===== src/rtl/carp_boruhatti_if.sv =====
// Execute-stage multiplier bus: issue side (operands, op, tag, flush) and
// writeback side (result, tag), each with a valid/ready pair.
interface carp_boruhatti_if #(
  parameter int VERI_GENISLIGI   = 32,
  parameter int ETIKET_GENISLIGI = 5
);
  logic                        giris_gecerli_i;
  logic                        giris_hazir_o;
  logic [VERI_GENISLIGI-1:0]   ilksayi_i;
  logic [VERI_GENISLIGI-1:0]   ikincisayi_i;
  logic [1:0]                  buyruk_i;
  logic [ETIKET_GENISLIGI-1:0] etiket_i;
  logic                        temizle_i;
  logic                        cikis_gecerli_o;
  logic                        cikis_hazir_i;
  logic [VERI_GENISLIGI-1:0]   sonuc_o;
  logic [ETIKET_GENISLIGI-1:0] etiket_o;

  modport master (
    output giris_gecerli_i, ilksayi_i, ikincisayi_i, buyruk_i, etiket_i,
           temizle_i, cikis_hazir_i,
    input  giris_hazir_o, cikis_gecerli_o, sonuc_o, etiket_o
  );

  modport slave (
    input  giris_gecerli_i, ilksayi_i, ikincisayi_i, buyruk_i, etiket_i,
           temizle_i, cikis_hazir_i,
    output giris_hazir_o, cikis_gecerli_o, sonuc_o, etiket_o
  );
endinterface


===== src/rtl/carp_boruhatti.sv =====
// Pipelined RV32M/RV64M multiplier: full product formed at issue, then carried
// through ASAMA_SAYISI register stages with a passthrough tag and global stall.
module carp_boruhatti #(
  parameter int VERI_GENISLIGI   = 32,
  parameter int ASAMA_SAYISI     = 2,
  parameter int ETIKET_GENISLIGI = 5
) (
  input logic              clk_i,
  input logic              rst_i,
  carp_boruhatti_if.slave  bus
);
  localparam int W = VERI_GENISLIGI;
  localparam int D = ASAMA_SAYISI;
  localparam int T = ETIKET_GENISLIGI;

  logic             ilerle;
  logic             giris_hazir;
  logic             kabul;
  logic             isaret_a;
  logic             isaret_b;
  logic [W:0]       a_ext;
  logic [W:0]       b_ext;
  logic [2*W+1:0]   carpim;
  logic [W-1:0]     sonuc_hesap;
  logic [1:0]       unused_carpim_ust;

  logic [D-1:0]     vld_q, vld_d;
  logic [W-1:0]     veri_q [D];
  logic [W-1:0]     veri_d [D];
  logic [T-1:0]     etk_q  [D];
  logic [T-1:0]     etk_d  [D];

  // Stall is decided by the last stage only; bubbles never compact.
  assign ilerle      = !vld_q[D-1] || bus.cikis_hazir_i;
  assign giris_hazir = ilerle && !bus.temizle_i && !rst_i;
  assign kabul       = bus.giris_gecerli_i && giris_hazir;

  // W+1-bit sign/zero extension then a 2W+2-bit multiply covers all four forms.
  assign isaret_a = (bus.buyruk_i != 2'b11) && bus.ilksayi_i[W-1];
  assign isaret_b = (bus.buyruk_i == 2'b00 || bus.buyruk_i == 2'b01) && bus.ikincisayi_i[W-1];
  assign a_ext    = {isaret_a, bus.ilksayi_i};
  assign b_ext    = {isaret_b, bus.ikincisayi_i};
  assign carpim   = {{(W+1){a_ext[W]}}, a_ext} * {{(W+1){b_ext[W]}}, b_ext};

  assign sonuc_hesap       = (bus.buyruk_i == 2'b00) ? carpim[W-1:0] : carpim[2*W-1:W];
  assign unused_carpim_ust = carpim[2*W+1:2*W];

  always_comb begin
    vld_d  = vld_q;
    veri_d = veri_q;
    etk_d  = etk_q;
    if (bus.temizle_i) begin
      vld_d = '0;
    end else if (ilerle) begin
      vld_d[0]  = kabul;
      veri_d[0] = kabul ? sonuc_hesap  : veri_q[0];
      etk_d[0]  = kabul ? bus.etiket_i : etk_q[0];
      for (int i = 1; i < D; i++) begin
        vld_d[i]  = vld_q[i-1];
        veri_d[i] = veri_q[i-1];
        etk_d[i]  = etk_q[i-1];
      end
    end
  end

  always_ff @(posedge clk_i) begin
    if (rst_i) begin
      vld_q <= '0;
      for (int i = 0; i < D; i++) begin
        veri_q[i] <= '0;
        etk_q[i]  <= '0;
      end
    end else begin
      vld_q <= vld_d;
      for (int i = 0; i < D; i++) begin
        veri_q[i] <= veri_d[i];
        etk_q[i]  <= etk_d[i];
      end
    end
  end

  assign bus.giris_hazir_o   = giris_hazir;
  assign bus.cikis_gecerli_o = vld_q[D-1];
  assign bus.sonuc_o         = veri_q[D-1];
  assign bus.etiket_o        = etk_q[D-1];
endmodule


===== src/flat_wrapper.sv =====
// flat-port wrapper written by rule: the top's interface ports become plain ports
module carp_boruhatti_flat 
#(
  parameter int VERI_GENISLIGI   = 32,
  parameter int ASAMA_SAYISI     = 2,
  parameter int ETIKET_GENISLIGI = 5
)
  (clk_i, rst_i, bus_giris_gecerli_i, bus_ilksayi_i, bus_ikincisayi_i, bus_buyruk_i, bus_etiket_i, bus_temizle_i, bus_cikis_hazir_i, bus_giris_hazir_o, bus_cikis_gecerli_o, bus_sonuc_o, bus_etiket_o);
  carp_boruhatti_if #(.VERI_GENISLIGI(VERI_GENISLIGI), .ETIKET_GENISLIGI(ETIKET_GENISLIGI)) bus_i ();
  input logic clk_i;
  input logic rst_i;
  input wire logic [$bits(bus_i.giris_gecerli_i)-1:0] bus_giris_gecerli_i;
  input wire logic [$bits(bus_i.ilksayi_i)-1:0] bus_ilksayi_i;
  input wire logic [$bits(bus_i.ikincisayi_i)-1:0] bus_ikincisayi_i;
  input wire logic [$bits(bus_i.buyruk_i)-1:0] bus_buyruk_i;
  input wire logic [$bits(bus_i.etiket_i)-1:0] bus_etiket_i;
  input wire logic [$bits(bus_i.temizle_i)-1:0] bus_temizle_i;
  input wire logic [$bits(bus_i.cikis_hazir_i)-1:0] bus_cikis_hazir_i;
  output wire logic [$bits(bus_i.giris_hazir_o)-1:0] bus_giris_hazir_o;
  output wire logic [$bits(bus_i.cikis_gecerli_o)-1:0] bus_cikis_gecerli_o;
  output wire logic [$bits(bus_i.sonuc_o)-1:0] bus_sonuc_o;
  output wire logic [$bits(bus_i.etiket_o)-1:0] bus_etiket_o;
  assign bus_i.giris_gecerli_i = bus_giris_gecerli_i;
  assign bus_i.ilksayi_i = bus_ilksayi_i;
  assign bus_i.ikincisayi_i = bus_ikincisayi_i;
  assign bus_i.buyruk_i = bus_buyruk_i;
  assign bus_i.etiket_i = bus_etiket_i;
  assign bus_i.temizle_i = bus_temizle_i;
  assign bus_i.cikis_hazir_i = bus_cikis_hazir_i;
  assign bus_giris_hazir_o = bus_i.giris_hazir_o;
  assign bus_cikis_gecerli_o = bus_i.cikis_gecerli_o;
  assign bus_sonuc_o = bus_i.sonuc_o;
  assign bus_etiket_o = bus_i.etiket_o;
  carp_boruhatti #(.VERI_GENISLIGI(VERI_GENISLIGI), .ASAMA_SAYISI(ASAMA_SAYISI), .ETIKET_GENISLIGI(ETIKET_GENISLIGI)) u_core (.clk_i(clk_i), .rst_i(rst_i), .bus(bus_i));
endmodule

===== config.mk =====
export PLATFORM = sky130hd
export DESIGN_NAME = carp_boruhatti_flat
export DESIGN_NICKNAME = d
export VERILOG_FILES = /design/src/rtl/carp_boruhatti_if.sv /design/src/rtl/carp_boruhatti.sv /design/src/flat_wrapper.sv
export SDC_FILE = /design/constraint.sdc
export NUM_CORES = 2
export LEC_CHECK = 0
export BUFFER_PORTS_ARGS = -buffer_cell sky130_fd_sc_hd__buf_2
export CAP_MARGIN = 10
export CORE_UTILIZATION = 50
export CTS_BUF_LIST = sky130_fd_sc_hd__clkbuf_16
export CTS_CLUSTER_DIAMETER = 150
export DETAILED_ROUTE_END_ITERATION = 6
export PLACE_DENSITY = 0.66
export SETUP_SLACK_MARGIN = 0.2
export SLEW_MARGIN = 20
export SYNTH_ARGS = -nofsm -noshare
export SYNTH_HDL_FRONTEND = slang
export SYNTH_SLANG_ARGS = --single-unit

===== constraint.sdc =====
create_clock -name clk_i -period 19.85 [get_ports clk_i]
set_input_delay 3.97 -clock clk_i [delete_from_list [all_inputs] [get_ports clk_i]]
set_output_delay 3.97 -clock clk_i [all_outputs]
set_load 0.01 [all_outputs]

==> impl_metrics.env <==
export IMPL_wl_um=115300
export IMPL_holdWs_ns=0.4495
export IMPL_min_path_type="flip-flop to flip-flop"
export IMPL_dp_hpwl_um=90470
export IMPL_path_clk_slew_ns=0.06
export IMPL_drt_iter0_drc=2160
export IMPL_reg2reg_from="u_core.vld_q[1]"
export IMPL_drv_cap=0
export IMPL_finalSetupViolCount=0
export IMPL_hp_start="u_core.bus.sonuc_o[5]"
export IMPL_ant_nets=0
export IMPL_rsz0062_at_grt="false"
export IMPL_grt_overflow=0
export IMPL_cts_tree="yes"
export IMPL_finalSetupTns_ns=0
export IMPL_worstSetupPathType="input pin to flip-flop"
export IMPL_crit_top_cell="fa_1"
export IMPL_synth_top_area_frac=0.5469
export IMPL_h_tree_depth=3
export IMPL_async_flop_share=0
export IMPL_postCtsResizedCells=0
export IMPL_yosysTopAreaCell="fa_1"
export IMPL_synth_edf_count=0
export IMPL_antenna_found_initial=7
export IMPL_crit_required_ns=20.06
export IMPL_min_period_ns=12.44
export IMPL_cp_startpoint="bus_ilksayi_i[31]"
export IMPL_cp_slowest_cell="fa_1"
export IMPL_coreArea_um2=81070
export IMPL_post_route_period_util=0.6269
export IMPL_die_y_um=289.0
export IMPL_die_area_um2=83520
export IMPL_clockRootBuffer="clkbuf_16"
export IMPL_syn_to_final_growth_pct=2.701
export IMPL_start_util=0.5080
export IMPL_ys_seq_elements=76
export IMPL_ys_types=83
export IMPL_grt_pass1_wl_um=185800
export IMPL_cts_buffer_depth=2
export IMPL_vias=30010
export IMPL_dieWidth_um=289.0
export IMPL_ff_latch_area_um2=1521
export IMPL_cts_sinks=76
export IMPL_fin_area_um2=42300
export IMPL_ys_flop_type="dfxtp_1"
export IMPL_skew_ns=0.007407
export IMPL_place_congestion=0.9265
export IMPL_multiInputGateArea_um2=34220
export IMPL_fillers=7706
export IMPL_dpl_cell_area_um2=41970
export IMPL_syn_inst=4578
export IMPL_drive_gt1_frac=0.04495
export IMPL_rows=104
export IMPL_ys_seq_area_frac=0.03694
export IMPL_grt_use_total=0.2911
export IMPL_syn_area_per_cell_um2=8.996
export IMPL_nets=5857
export IMPL_final_hold_viol_count=0
export IMPL_status="finished clean"
export IMPL_insertion_delay_ns=0.33
export IMPL_hold_buffers=0
export IMPL_slew_violations=0
export IMPL_synth_area_leaders="fa_1 (55%), inv_1 (9.9%), nand2_1 (8.0%)"
export IMPL_fmax_mhz=80.36
export IMPL_r2r_slack_ns=17.53
export IMPL_cp_start_kind="input pin"
export IMPL_cp_end_kind="flip-flop"
export IMPL_grt_max_degree=49
export IMPL_drc=0
export IMPL_cts_setup_buffers=0
export IMPL_worstPathMaxFanout=33
export IMPL_synthesis_nets=5991
export IMPL_routed_via_density=5.445
export IMPL_relSlewSlack=0.2754
export IMPL_dr_pass1_iters=7
export IMPL_tightest_slew_ns=1.087
export IMPL_grt_pass1_vias=32740
export IMPL_arrival_ns=12.66
export IMPL_postLayoutCoreUtil=0.5217
export IMPL_slowest_delay_ns=0.62
export IMPL_synthesis_area_um2=41180
export IMPL_yosys_warnings=0
export IMPL_route_detailed_wl_per_inst_um=20.92
export IMPL_portBuffers=114
export IMPL_ios=115
export IMPL_cts_buffers=9
-- flip-flops by register name, indices dropped and copies added (netlist names) --
name	flops
u_core.bus.sonuc_o	32
u_core.veri_q	32
u_core.bus.etiket_o	5
u_core.etk_q	5
u_core.vld_q	2
-- cell usage in the layout (no fill, tap or decap), types with 26 or more instances in the layout --
master   netlist  final
inv_1       1091   1091
a21oi_1      129    129
fa_1        1125   1125
dfxtp_1       76     76
ha_1         212    212
nor2_1        73     71
buf_2         10    114
a21o_1        29     29
and2_1       324    324
nand2_1      873    873
buf_4         40     32
xnor2_1       49     49
o21ai_0       64     64
nand3_1       26     26
-- worst paths after layout --
kind | cells past startpoint | to
worst max-delay path | 26 | u_core.veri_q[62]
worst min-delay path | 2 | u_core.bus.sonuc_o[5]
worst max register to register | 7 | u_core.veri_q[55]
worst min register to register | 2 | u_core.bus.sonuc_o[5]
-- Yosys cell counts, types with 4 or more instances --
cell type / number
a21boi_0: 4
xor2_1: 21
and3_1: 7
clkbuf_1: 222
a21oi_1: 129
o21ai_1: 7
nor2_1: 73
a21o_1: 29
nand2b_1: 4
nor3_1: 14
a22oi_1: 8
nand2_1: 873
mux2i_1: 4
and2_1: 324
buf_4: 40
a211oi_1: 10
o21ai_0: 64
o211ai_1: 4
inv_1: 1091
xnor2_1: 49
nor2b_1: 6
buf_2: 10
ha_1: 212
a311oi_1: 6
or2_2: 12
dfxtp_1: 76
o21a_1: 5
a31oi_1: 16
nand3_1: 26
a211o_1: 5
o21bai_1: 12
clkbuf_2: 5
fa_1: 1125
nand4_1: 12
-- logic make-up after synthesis --
family	after synthesis	share of synthesized area
flip-flops	76	0.03694
multiplexers	4	0.0009722
XOR/XNOR	70	0.01489
AO/OA/AOI/OAI	339	0.05326
buffers and inverters	1382	0.1323
AND/OR/NAND/NOR	1370	0.1503
adder cells (fa/ha/maj)	1337	0.6113
-- final cells by class --
type / instances / share of cell area
multi-input cells: 3120 / 0.8091
clock inverters: 7 / 0.002160
repair buffers: 146 / 0.01917
diodes: 2 / 0.0001183
well taps: 1060 / 0.03136
inverters: 1091 / 0.09682
flip-flops and latches: 76 / 0.03597
clock buffers: 9 / 0.005325
-- critical path: cells and delay by family --
family / cells / cell delay [ns]
adders and majority gates: 9 / 4.67
AOI/OAI and AO/OA: 8 / 1.76
xor gates and xnor gates: 1 / 0.18
buffers and inverters: 5 / 1.63
and+or+nand+nor: 3 / 0.42
-- per-layer routing --
layer	GRT usage	routed length, um
met1	0.3959	48490
met2	0.4830	54310
met3	0.05331	9210
met4	0.07263	3230
met5	0	25
-- stage by stage --
stage / worst slack [ns] / instances
after global routing: 6.873 / 5511
after global placement: 7.213 / 5493
after CTS: 7.446 / 5509
final: 7.405 / 5511
after floorplan: 8.218 / 4578
after detailed placement: 7.075 / 5493
Power is left out: the tool's default activity adds up to more than one toggle a clock period on the data nets, which glitch-free logic cannot reach.
